===== src/rtl/ifetch_unit.sv =====
// ifetch_unit: single-outstanding instruction fetch stage feeding decode.
// Ports: clk/rst_n; imem_req/imem_addr/imem_gnt/imem_rvalid/imem_rdata memory side;
//        inst/inst_valid/inst_pc/stall decode side; br_taken/br_target redirect;
//        halt; fetch_count.
// Latency: imem_req one cycle after a consume, inst_valid one cycle after imem_rvalid.
// Backpressure: stall holds a VALID instruction; br_taken overrides stall and flushes.
// Optional macro IFETCH_PERF_CNT_EN enables the saturating delivered-instruction counter;
// without it fetch_count is tied to zero.
module ifetch_unit #(
    parameter logic [15:0] RESET_PC = 16'h0000,
    parameter logic [15:0] NOP_INST = 16'hC0E0
) (
    input  logic        clk,
    input  logic        rst_n,
    output logic        imem_req,
    output logic [15:0] imem_addr,
    input  logic        imem_gnt,
    input  logic        imem_rvalid,
    input  logic [15:0] imem_rdata,
    output logic [15:0] inst,
    output logic        inst_valid,
    output logic [15:0] inst_pc,
    input  logic        stall,
    input  logic        br_taken,
    input  logic [15:0] br_target,
    output logic        halt,
    output logic [15:0] fetch_count
);

    typedef enum logic [2:0] {
        S_IDLE,
        S_REQ,
        S_WAIT,
        S_VALID,
        S_HALT
    } state_t;

    state_t      state;
    state_t      state_nxt;
    logic [15:0] pc;
    // kill marks the outstanding request as stale (a redirect happened after it was granted).
    logic        kill;
    logic        is_hlt;
    logic        consume;

    assign is_hlt    = (inst[15:14] == 2'b11) && (inst[7:4] == 4'b1111);
    assign consume   = (state == S_VALID) && !br_taken && !stall;
    assign imem_req  = (state == S_REQ);
    assign imem_addr = pc;
    assign halt      = (state == S_HALT);

    always_ff @(posedge clk or negedge rst_n) begin
        if (!rst_n) begin
            state <= S_IDLE;
        end else begin
            state <= state_nxt;
        end
    end

    always_comb begin
        state_nxt = state;
        case (state)
            S_IDLE:  state_nxt = S_REQ;
            S_REQ:   if (imem_gnt) state_nxt = S_WAIT;
            S_WAIT: begin
                // Stale or redirected data goes back to REQ for the new pc.
                if (imem_rvalid) state_nxt = (kill || br_taken) ? S_REQ : S_VALID;
            end
            S_VALID: begin
                if (br_taken)    state_nxt = S_REQ;
                else if (!stall) state_nxt = is_hlt ? S_HALT : S_REQ;
            end
            S_HALT:  state_nxt = S_HALT;
            default: state_nxt = S_IDLE;
        endcase
    end

    always_ff @(posedge clk or negedge rst_n) begin
        if (!rst_n) begin
            pc         <= RESET_PC;
            kill       <= 1'b0;
            inst       <= NOP_INST;
            inst_valid <= 1'b0;
            inst_pc    <= 16'h0000;
        end else begin
            case (state)
                S_REQ: begin
                    if (br_taken) begin
                        pc <= br_target;
                        // The granted address is the old pc, so its data must be dropped.
                        if (imem_gnt) kill <= 1'b1;
                    end
                end
                S_WAIT: begin
                    if (br_taken) pc <= br_target;
                    if (imem_rvalid) begin
                        kill <= 1'b0;
                        if (!kill && !br_taken) begin
                            inst       <= imem_rdata;
                            inst_pc    <= pc;
                            inst_valid <= 1'b1;
                            pc         <= pc + 16'h0001;
                        end
                    end else if (br_taken) begin
                        kill <= 1'b1;
                    end
                end
                S_VALID: begin
                    if (br_taken) pc <= br_target;
                    if (br_taken || !stall) begin
                        inst_valid <= 1'b0;
                        inst       <= NOP_INST;
                    end
                end
                default: ;
            endcase
        end
    end

`ifdef IFETCH_PERF_CNT_EN
    logic [15:0] fetch_cnt_q;

    always_ff @(posedge clk or negedge rst_n) begin
        if (!rst_n) begin
            fetch_cnt_q <= 16'h0000;
        end else if (consume && (fetch_cnt_q != 16'hFFFF)) begin
            fetch_cnt_q <= fetch_cnt_q + 16'h0001;
        end
    end

    assign fetch_count = fetch_cnt_q;
`else
    logic unused_consume;
    assign unused_consume = consume;
    assign fetch_count    = 16'h0000;
`endif

endmodule


===== config.mk =====
export PLATFORM = sky130hd
export DESIGN_NAME = ifetch_unit
export DESIGN_NICKNAME = d
export VERILOG_FILES = /design/src/rtl/ifetch_unit.sv
export SDC_FILE = /design/constraint.sdc
export NUM_CORES = 1
export LEC_CHECK = 0
export CORE_ASPECT_RATIO = 1.1
export CORE_UTILIZATION = 47
export DETAILED_ROUTE_END_ITERATION = 10
export PLACE_DENSITY = 0.86
export SLEW_MARGIN = 40
export SYNTH_ARGS = -nofsm -noshare
export SYNTH_HDL_FRONTEND = slang
export SYNTH_SLANG_ARGS = --single-unit

===== constraint.sdc =====
create_clock -name clk -period 3.3 [get_ports clk]
set_input_delay 0.825 -clock clk [delete_from_list [all_inputs] [get_ports clk]]
set_output_delay 0.825 -clock clk [all_outputs]
set_load 0.01 [all_outputs]

## After elaboration in Yosys (flattened, before gate mapping)

Index checks and enable logic that the tools add are counted.

| word-level totals | value |
|---|---|
| register bits after elaboration | 53 |
| logic and storage cells | 60 |
| output and inout port bits | 67 |
| bits of input ports | 38 |

| operators by class | value |
|---|---|
| add/subtract/negate cells | 1 |
| eq/ne operators | 13 |
| reductions and logical operators | 16 |
| multiplexer cells | 24 |

Operators by type and width:

| operator | count |
|---|---|
| 16-bit 2-to-1 mux | 6 |
| 16-bit one-hot mux with 2 select lines | 2 |
| 16-bit by 1-bit adder with 16-bit output, second input constant | 1 |
| 3-bit 2-to-1 mux | 5 |
| 3-bit one-hot mux with 5 select lines | 1 |
| 4-bit AND reduction | 2 |
| 1-bit 2-to-1 mux | 7 |
| 3-bit by 2-bit == test with 1-bit output, second input constant | 2 |
| 2-bit by 1-bit != test with 1-bit output, second input constant | 3 |
| 3-bit != test, second input constant | 2 |
| 3-bit AND reduction | 2 |
| 2-bit nonzero test | 3 |
| 4-bit == test, second input constant | 1 |
| 2-bit != test, second input constant | 2 |
| 1-bit one-hot mux with 2 select lines | 2 |
| 3-bit by 1-bit == test with 1-bit output, second input constant | 1 |
| 3-bit == test, second input constant | 1 |
| 1-bit zero test | 3 |
| 3-bit zero test | 1 |
| 2-bit == test, second input constant | 1 |
| 1-bit logical AND | 2 |
| 1-bit logical OR | 2 |
| 2-bit 2-to-1 mux | 1 |
| 2-bit OR reduction | 1 |

## Longest topological paths before layout

Gate-level depths: netlist of the first run.

| depth | value |
|---|---|
| word-level depth | 6 |
| gate-level depth with buffers | 6 |
| gate-level depth less buffers | 5 |

## Worst setup path after synthesis of the first run

OpenSTA, ideal clock, no wires.

| path | value |
|---|---|
| path kind | input to register |
| from | in br_taken |
| to | reg pc[5], in the netlist imem_addr[5] |
| path buffers | 0 |
| path slack | 1.441 ns |
| stages | 4 |
| arrival time | 1.737 ns |
| path through | or3b_4 > nor4_2 > a2bb2oi_1 > a2bb2oi_1 |

| between the ends | value |
|---|---|
| cells in the longest elaborated chain, start to end | 5 |

Ends and longest elaborated chain:

| item | RTL line | text |
|---|---|---|
| start: declaration | 24 | `input logic br_taken,` |
| 1-bit zero test | 98 | `if (!kill && !br_taken) begin` |
| 1-bit logical AND | 98 |  |
| 16-bit 2-to-1 mux | 98 |  |
| 16-bit 2-to-1 mux | 96 | `if (imem_rvalid) begin` |
| 16-bit one-hot mux with 2 select lines (*) | 86 | `case (state)` |
| end signal: assignment | 89 | `pc <= br_target;` |
| end signal: assignment | 95 | `if (br_taken) pc <= br_target;` |
| end signal: assignment | 102 | `pc <= pc + 16'h0001;` |
| end: declaration | 40 | `logic [15:0] pc;` |

Every way passes the cells marked *; elsewhere a longest branch is shown, timed or not.
A chain may end at the register's enable or synchronous reset.

## Worst setup path in the final report of the first run

| path | value |
|---|---|
| from | reg state[2] |
| to | out halt |

| between the ends | value |
|---|---|
| cells in the longest elaborated chain, start to end | 1 |

Ends and longest elaborated chain:

| item | RTL line | text |
|---|---|---|
| start: declaration | 38 | `state_t state;` |
| start signal: assignment | 56 | `state <= state_nxt;` |
| 3-bit == test | 50 | `assign halt = (state == S_HALT);` |
| end: declaration | 26 | `output logic halt,` |

Every way passes these cells.

==> impl_metrics.env, run 1 <==
export IMPL_power_density_nw_per_um2=765
export IMPL_place_hpwl_um=5010
export IMPL_drc_errors=0
export IMPL_cts_resized=0
export IMPL_port_buffers=88
export IMPL_drive_above_1_share_pct=8.33
export IMPL_syn_area_um2=2660
export IMPL_crit_type="reg2out"
export IMPL_synthTopCellsByCount="nand2_1, dfrtp_1, buf_4, a21oi_1, nor2_1"
export IMPL_numCtsBuffers=5
export IMPL_hold_class="reg2reg"
export IMPL_cp_slowest_cell="clkdlybuf4s50_1"
export IMPL_dr_pass1_iters=5
export IMPL_rsz0062_at_grt="no"
export IMPL_viasPerCell=5.56
export IMPL_grt_pass1_vias=2367
export IMPL_fin_tns_setup_ns=0
export IMPL_synthArstFlopShare_pct=100
export IMPL_worstPathMaxFanout=9
export IMPL_yosys_warnings=0
export IMPL_route_antenna_remaining_nets=0
export IMPL_ys_types=48
export IMPL_crit_family="buffers and inverters"
export IMPL_worstHoldStart="inst_pc[12]$_DFFE_PN0P_"
export IMPL_r2r_end="imem_addr[12]$_DFFE_PN0P_"
export IMPL_grt_start_max_net_pins=51
export IMPL_drv_cap=0
export IMPL_synthTopCellsByArea="dfrtp_1, nand2_1, dfstp_2, buf_4, a22o_1"
export IMPL_cts_root_buffer="clkbuf_8"
export IMPL_utilization_pct=67.1
export IMPL_cts_buffer_depth=2
export IMPL_r2r_start="imem_addr[0]$_DFFE_PN0P_"
export IMPL_clkLatencyLatePin_ns=0.32
export IMPL_htree_levels=2
export IMPL_finalHoldViolCount=0
export IMPL_fp_coreArea_um2=5430
export IMPL_gp_congestion=0.880
export IMPL_ys_seq_elements=53
export IMPL_clock_skew_final_ns=0.00738
export IMPL_via_count=2420
export IMPL_r2r_slack_ns=1.35
export IMPL_grt_usage_pct=25.0
export IMPL_cp_data_required_time_ns=2.47
export IMPL_seq_area_frac_synth_pct=50.0
export IMPL_die_h_um=80.9
export IMPL_hold_end="inst_pc[12]$_DFFE_PN0P_"
export IMPL_clock_sinks=53
export IMPL_yosys_area_top_type_share_pct=45.1
export IMPL_die_x_um=73.8
export IMPL_max_freq_ghz=0.379
export IMPL_dieArea_um2=5970
export IMPL_avgSynthCellArea_um2=9.75
export IMPL_grt_overflow_total=0
export IMPL_finalSetupViolCount=0
export IMPL_worstMarginPinSlew_ns=0.627
export IMPL_antenna_found_initial=0
export IMPL_synth_top_area_cell="dfrtp_1"
export IMPL_holdPathStages=2
export IMPL_startpoint_type="register"
export IMPL_ios=105
export IMPL_cts_tree="done"
export IMPL_cp_num_buf_inv=2
export IMPL_netlist_instances=273
export IMPL_peakVddDrop_uv=408
export IMPL_postCtsHoldBufs=0
export IMPL_path_cells="inv_1 > nor3_1 > clkdlybuf4s50_1"
export IMPL_synth_most_common_cell="nand2_1"
export IMPL_initial_core_util_pct=49.0
export IMPL_slew_headroom_pct=58.2
export IMPL_finish_net_count=398
export IMPL_drt_initial_drc_count=137
export IMPL_area_growth_pct=36.7
export IMPL_drv_slew=0
export IMPL_timing_hold_ws_ns=0.481
export IMPL_post_cts_buffers=0
export IMPL_end_kind="output port"
export IMPL_power_leakage_nw=1.54
export IMPL_num_rows=28
export IMPL_cp_arrival_ns=1.81
export IMPL_clk_pin_slew_ns=0.10
export IMPL_synth_edf_count=0
export IMPL_diodes=0
export IMPL_p_total_w=0.00279
export IMPL_post_route_period_util_pct=80.0
export IMPL_period_needed_ns=2.64
export IMPL_wire_per_inst_um=15.9
export IMPL_r2r_cells=5
export IMPL_wl_um=6900
export IMPL_ys_flop_type="dfrtp_1"
export IMPL_status="complete, no violations"
export IMPL_grt_pass1_wl_um=11300
export IMPL_cpPeakStageDelay_ns=0.58
export IMPL_place_area_um2=3530
export IMPL_fin_area_um2=3640
==> metal layers <==
metal  part of all wire (%)  global-route usage [%]  wire (um)
met3                    9.1                    7.94        625
met5                      0                       0          0
met1                     38                    30.3       2620
met4                    1.7                    7.88        114
met2                     51                    42.1       3540
==> worst max-delay path by stage <==
stage | startpoint | end | cells past startpoint
2_1_floorplan | br_taken | imem_addr[5]$_DFFE_PN0P_ | 4
3_3_place_gp | br_taken | inst[0]$_DFFE_PN0P_ | 5
3_5_place_dp | br_taken | inst[0]$_DFFE_PN0P_ | 5
4_1_cts | state[2]$_DFFE_PN0P_ | halt | 3
5_1_grt | state[2]$_DFFE_PN0P_ | halt | 3
6_report | state[2]$_DFFE_PN0P_ | halt | 3
==> kinds of logic (layout without fill, tap and decap cells) <==
group | count (synthesis) | after routing | share of synthesized area (%)
AOI/OAI and AO/OA | 70 | 70 | 18.4
adders and majority gates | 1 | 1 | 0.470
buffers and inverters | 35 | 107 | 8.46
DFF | 53 | 53 | 50.0
muxes | 6 | 6 | 2.26
other | 1 | 16 | 0.141
and+or+nand+nor | 107 | 107 | 20.3
==> per-stage QoR <==
stage | worst slack (ns) | instances
final | 0.661 | 435
after global placement | 0.581 | 427
after detailed placement | 0.486 | 427
after floorplan | 1.44 | 288
after global routing | 0.520 | 435
after CTS | 0.664 | 435
==> registers in the layout, indices dropped and copies added (netlist names) <==
name	cells
inst_valid	1
kill	1
inst_pc	16
inst	16
imem_addr	16
state	3
==> final cells by class <==
cell class              count  area [um^2]
fillers                   441         1790
clock buffers               5         68.8
inverters                   6         22.5
multi-input cells         200         1160
well taps                  75         93.8
repair buffers             93          916
clock inverters             3         46.3
flip-flops and latches     53         1330
==> power breakdown <==
group | total, W | internal, W | switching, W
logic | 0.00119 | 0.000621 | 0.000565
registers | 0.00115 | 0.000872 | 0.000277
clock network | 0.000452 | 0.000227 | 0.000225
==> placed cells by master (no fill, tap or decap), types with 3 or more instances in the layout <==
| cell | count |
|---|---|
| a21oi_1 | 12 |
| a22o_1 | 10 |
| a2bb2oi_1 | 3 |
| a32oi_1 | 3 |
| buf_4 | 6 |
| clkbuf_8 | 5 |
| clkdlybuf4s50_1 | 87 |
| conb_1 | 16 |
| dfrtp_1 | 48 |
| dfstp_2 | 5 |
| inv_1 | 6 |
| mux2i_1 | 6 |
| nand2_1 | 55 |
| nand3_1 | 7 |
| nand4_1 | 5 |
| nor2_1 | 11 |
| nor3_1 | 7 |
| nor3b_2 | 3 |
| nor4_1 | 5 |
| o21ai_0 | 8 |
| o21ai_1 | 5 |
| o22a_1 | 5 |
| o22ai_1 | 9 |
==> worst register-to-register path, stage by stage, from the launching register on <==
cell and delay (ns):
dfrtp_1 0.49, ha_1 0.25, nand4_1 0.33, nor4_1 0.41
mux2i_1 0.26, o21ai_1 0.08
No activity file was read; power rests on OpenSTA's default activity.
==> inputs of run 2 (changes only) <==
CORE_UTILIZATION = 39   (was 47)
PLACE_DENSITY = 0.76   (was 0.86)
clock period = 2.2 ns   (was 3.3 ns; I/O delays follow)
==> impl_metrics.env, run 2 (synthesis results as in run 1) <==
export IMPL_status="complete, no violations"
export IMPL_end_kind="output port"
export IMPL_cts_root_buffer="clkbuf_8"
export IMPL_postCtsHoldBufs=0
export IMPL_fillCellCount=609
export IMPL_dr_pass1_iters=4
export IMPL_die_h_um=88.7
export IMPL_finish_net_count=417
export IMPL_wl_um=6960
export IMPL_drv_cap=0
export IMPL_viasPerCell=5.34
export IMPL_drive_above_1_share_pct=13.5
export IMPL_drc_errors=0
export IMPL_port_buffers=88
export IMPL_hold_class="in2async"
export IMPL_grt_pass1_wl_um=11000
export IMPL_finalHoldViolCount=0
export IMPL_cp_num_buf_inv=1
export IMPL_cp_arrival_ns=1.45
export IMPL_cp_slowest_cell="clkdlybuf4s50_1"
export IMPL_crit_type="reg2out"
export IMPL_final_common_cell="clkdlybuf4s50_1"
export IMPL_die_x_um=80.8
export IMPL_post_place_ws_ns=0.00477
export IMPL_finalSetupViolCount=0
export IMPL_grt_start_max_net_pins=54
export IMPL_setup_slack_ns=0.197
export IMPL_multi_input_area_um2=1170
export IMPL_initial_core_util_pct=40.4
export IMPL_clock_skew_final_ns=0.0115
export IMPL_cts_tree="done"
export IMPL_post_route_period_util_pct=91.1
export IMPL_layout_common_cells="clkdlybuf4s50_1, nand2_1, dfrtp_1, buf_4, conb_1"
export IMPL_fin_cells=461
export IMPL_period_needed_ns=2.00
export IMPL_fp_coreArea_um2=6590
export IMPL_grt_pass1_vias=2307
export IMPL_drt_initial_drc_count=191
export IMPL_clock_sinks=53
export IMPL_cp_data_required_time_ns=1.65
export IMPL_ios=105
export IMPL_max_freq_ghz=0.499
export IMPL_register_area_um2=1330
export IMPL_slew_headroom_pct=55.7
export IMPL_htree_levels=2
export IMPL_cts_buffer_depth=2
export IMPL_area_growth_pct=43.4
export IMPL_dieArea_um2=7160
export IMPL_drv_slew=0
export IMPL_power_density_nw_per_um2=1110
export IMPL_wire_per_inst_um=15.1
export IMPL_route_antenna_remaining_nets=0
export IMPL_p_total_w=0.00422
export IMPL_grt_overflow_total=0
export IMPL_numCtsBuffers=5
export IMPL_num_rows=31
export IMPL_clkLatencyLatePin_ns=0.31
export IMPL_fin_tns_setup_ns=0
export IMPL_worstPathMaxFanout=9
export IMPL_peakVddDrop_uv=503
export IMPL_startpoint_type="register"
export IMPL_cpPeakStageDelay_ns=0.61
export IMPL_via_count=2464
export IMPL_power_leakage_nw=1.66
export IMPL_dp_cells=452
export IMPL_diodes=0
export IMPL_gp_congestion=0.860
export IMPL_antenna_found_initial=0
export IMPL_rsz0062_at_grt="no"
export IMPL_clk_pin_slew_ns=0.11
export IMPL_path_cells="clkdlybuf4s50_1"
export IMPL_worstMarginPinSlew_ns=0.665
export IMPL_place_hpwl_um=5120
export IMPL_grt_usage_pct=20.1
export IMPL_crit_family="buffers and inverters"
-- run 2: cell types whose count changed in the layout (fill, tap and decap cells not counted) --
cell	previous run	this run
bufinv_16	1	0
buf_12	0	3
buf_2	0	1
nor3_2	0	1
buf_4	6	21
inv_6	0	1
dlymetal6s2s_1	0	2
dfrtp_2	0	1
nor3_1	7	6
clkdlybuf4s50_1	87	85
dfrtp_1	48	47
-- run 2: layout make-up --
type	instances	share of cell area, %
multi-input combinational	200	30.5
clock buffer	5	1.80
clock inverter	3	0.656
timing repair buffer	112	28.8
tap	82	2.69
inverter	6	0.590
sequential	53	34.9
-- run 2: timing repair --
action	CTS	global route
hold endpoints to repair	0	0
setup buffers	0	1
gates resized for setup	1	3
setup endpoints to repair	1	2
gates cloned	0	0
-- run 2: through the flow --
stage	cell area, um^2	utilization [%]	hold slack (ns)
6_report	3820	57.9	0.349
5_1_grt	3820	57.9	0.398
4_1_cts	3800	57.7	0.377
3_5_place_dp	3700	56.2	0.464
3_3_place_gp	3700	56.2	0.454
2_1_floorplan	2720	-	0.254
-- run 2: power by group --
part | internal [W] | switching [W] | leakage [nW]
logic | 0.00105 | 0.000918 | 0.960
clock network | 0.000231 | 0.000344 | 0.0447
registers | 0.00131 | 0.000368 | 0.656
-- run 2: worst paths after layout --
check | from | end | slack (ns) | depth (start not counted)
hold / removal | rst_n | inst_pc[10]$_DFFE_PN0P_ | 0.35 | 2
max in group asynchronous | rst_n | state[0]$_DFFE_PN0P_ | 1.36 | 2
hold reg to reg | inst_pc[7]$_DFFE_PN0P_ | inst_pc[7]$_DFFE_PN0P_ | 0.49 | 2
setup / recovery | imem_addr[10]$_DFFE_PN0P_ | imem_addr[10] | 0.20 | 1
setup reg to reg | state[2]$_DFFE_PN0P_ | imem_addr[4]$_DFFE_PN0P_ | 0.39 | 5
min in group clk | inst_pc[7]$_DFFE_PN0P_ | inst_pc[7]$_DFFE_PN0P_ | 0.49 | 2
-- run 2: metal layers --
| metal | wire length, um | vias to the layer above | track usage, % |
|---|---|---|---|
| met5 | 0 | - | 0 |
| met4 | 54 | 0 | 5.03 |
| met3 | 515 | 6 | 4.43 |
| met2 | 3420 | 111 | 34.1 |
| met1 | 2970 | 1189 | 26.2 |
| li1 | - | 1158 | - |
==> inputs of run 3 (changes only) <==
SETUP_SLACK_MARGIN = 0.3   (was default)
==> impl_metrics.env, run 3 (synthesis results as in run 1) <==
export IMPL_power_leakage_nw=1.65
export IMPL_cts_root_buffer="clkbuf_8"
export IMPL_p_total_w=0.00430
export IMPL_r2r_cells=5
export IMPL_drv_cap=0
export IMPL_cts_buffer_depth=2
export IMPL_viasPerCell=5.30
export IMPL_grt_start_max_net_pins=54
export IMPL_clk_pin_slew_ns=0.10
export IMPL_cpPeakStageDelay_ns=0.50
export IMPL_finish_net_count=423
export IMPL_timing_hold_ws_ns=0.341
export IMPL_clock_skew_final_ns=0.0122
export IMPL_fp_coreArea_um2=6590
export IMPL_hold_class="in2async"
export IMPL_cts_tree="done"
export IMPL_route_antenna_remaining_nets=0
export IMPL_drc_errors=0
export IMPL_place_hpwl_um=5120
export IMPL_period_needed_ns=1.86
export IMPL_path_cells="clkdlybuf4s50_1 > or3b_4 > nor2_2 > a21oi_1 > o221a_1"
export IMPL_worstPathMaxFanout=4
export IMPL_rsz0062_at_grt="yes"
export IMPL_wire_per_inst_um=14.9
export IMPL_dieArea_um2=7160
export IMPL_end_kind="register"
export IMPL_via_count=2474
export IMPL_finalHoldViolCount=0
export IMPL_slew_headroom_pct=55.3
export IMPL_max_freq_ghz=0.537
export IMPL_antenna_found_initial=0
export IMPL_numCtsBuffers=5
export IMPL_drv_slew=0
export IMPL_drive_above_1_share_pct=19.0
export IMPL_drt_initial_drc_count=202
export IMPL_die_h_um=88.7
export IMPL_worstMarginPinSlew_ns=0.670
export IMPL_layout_common_cells="clkdlybuf4s50_1, nand2_1, dfrtp_1, buf_4, conb_1"
export IMPL_r2r_end="imem_addr[4]$_DFFE_PN0P_"
export IMPL_wl_um=6980
export IMPL_cp_data_required_time_ns=2.40
export IMPL_finalSetupViolCount=0
export IMPL_fin_tns_setup_ns=0
export IMPL_r2r_slack_ns=0.43
export IMPL_grt_pass1_vias=2331
export IMPL_area_growth_pct=45.7
export IMPL_postCtsHoldBufs=0
export IMPL_initial_core_util_pct=40.4
export IMPL_startpoint_type="input pin"
export IMPL_post_route_period_util_pct=84.6
export IMPL_grt_usage_pct=20.4
export IMPL_die_x_um=80.8
export IMPL_clkLatencyLatePin_ns=0.31
export IMPL_gp_congestion=0.860
export IMPL_clock_sinks=53
export IMPL_port_buffers=88
export IMPL_dr_pass1_iters=4
export IMPL_grt_pass1_wl_um=11100
export IMPL_status="complete, no violations"
export IMPL_grt_overflow_total=0
export IMPL_cp_slowest_cell="clkdlybuf4s50_1"
export IMPL_r2r_start="state[2]$_DFFE_PN0P_"
export IMPL_setup_slack_ns=0.339
export IMPL_peakVddDrop_uv=516
export IMPL_final_common_cell="clkdlybuf4s50_1"
export IMPL_ios=105
export IMPL_crit_type="in2reg"
export IMPL_post_place_ws_ns=0.00477
export IMPL_cp_arrival_ns=2.06
export IMPL_num_rows=31
export IMPL_htree_levels=2
export IMPL_diodes=0
export IMPL_power_density_nw_per_um2=1110
run 3: cell count changes in the layout (fill, tap and decap cells not counted), sizes merged:
cell	change
dlygate4sd2	+7
buf	+6
clkdlybuf4s50	-6
dlymetal6s2s	-2
clkbuf	+1
run 3: worst max-delay path, delay by kind of cell:
family | cells | cell delay (ns)
and+or+nand+nor | 2 | 0.68
AOI/OAI and AO/OA | 2 | 0.33
buffers and inverters | 1 | 0.50
run 3: repair_timing:
item / CTS / global route
resized for setup: 22 / 7
buffers inserted: 1 / 6
setup endpoints to repair: 20 / 15
pin swaps: 0 / 2
run 3: worst max-delay path by stage:
| stage | endpoint | startpoint | slack (ns) | cells past startpoint |
|---|---|---|---|---|
| after floorplan | imem_addr[5]$_DFFE_PN0P_ | br_taken | 0.62 | 4 |
| after global placement | imem_addr[5]$_DFFE_PN0P_ | br_taken | 0.07 | 5 |
| after detailed placement | imem_addr[5]$_DFFE_PN0P_ | imem_rvalid | 0.005 | 5 |
| after CTS | imem_req | state[2]$_DFFE_PN0P_ | 0.31 | 3 |
| after global routing | halt | state[2]$_DFFE_PN0P_ | 0.26 | 3 |
| final | imem_addr[7]$_DFFE_PN0P_ | br_taken | 0.34 | 5 |
run 3: per-layer routing:
layer,vias up,global-route usage (%),share of wire [%],wire length (um)
met5,-,0,0,0
met4,0,5.03,1.1,75
met3,8,4.43,7.6,533
met2,114,34.9,49,3450
met1,1183,26.3,42,2920
li1,1169,-,-,-
run 3: cell type report:
class,count,area [um^2]
clock buffer,5,68.8
fill,603,2720
multi-input combinational,200,1180
timing repair buffer,118,1120
sequential,53,1350
inverter,6,22.5
tap,82,103
clock inverter,3,25.0
run 3: power by group:
group	total [W]	internal, W	leakage [nW]	switching, W
sequential	0.00164	0.00133	0.643	0.000311
combinational	0.00209	0.00109	0.966	0.000999
clock	0.000569	0.000230	0.0447	0.000338
total	0.00430	0.00265	1.65	0.00165
run 3: per-stage QoR:
stage	instances	utilization, %	area [um^2]
2_1_floorplan	288	-	2720
5_1_grt	467	58.8	3880
6_report	467	58.8	3880
3_3_place_gp	452	56.2	3700
4_1_cts	461	57.9	3820
3_5_place_dp	452	56.2	3700
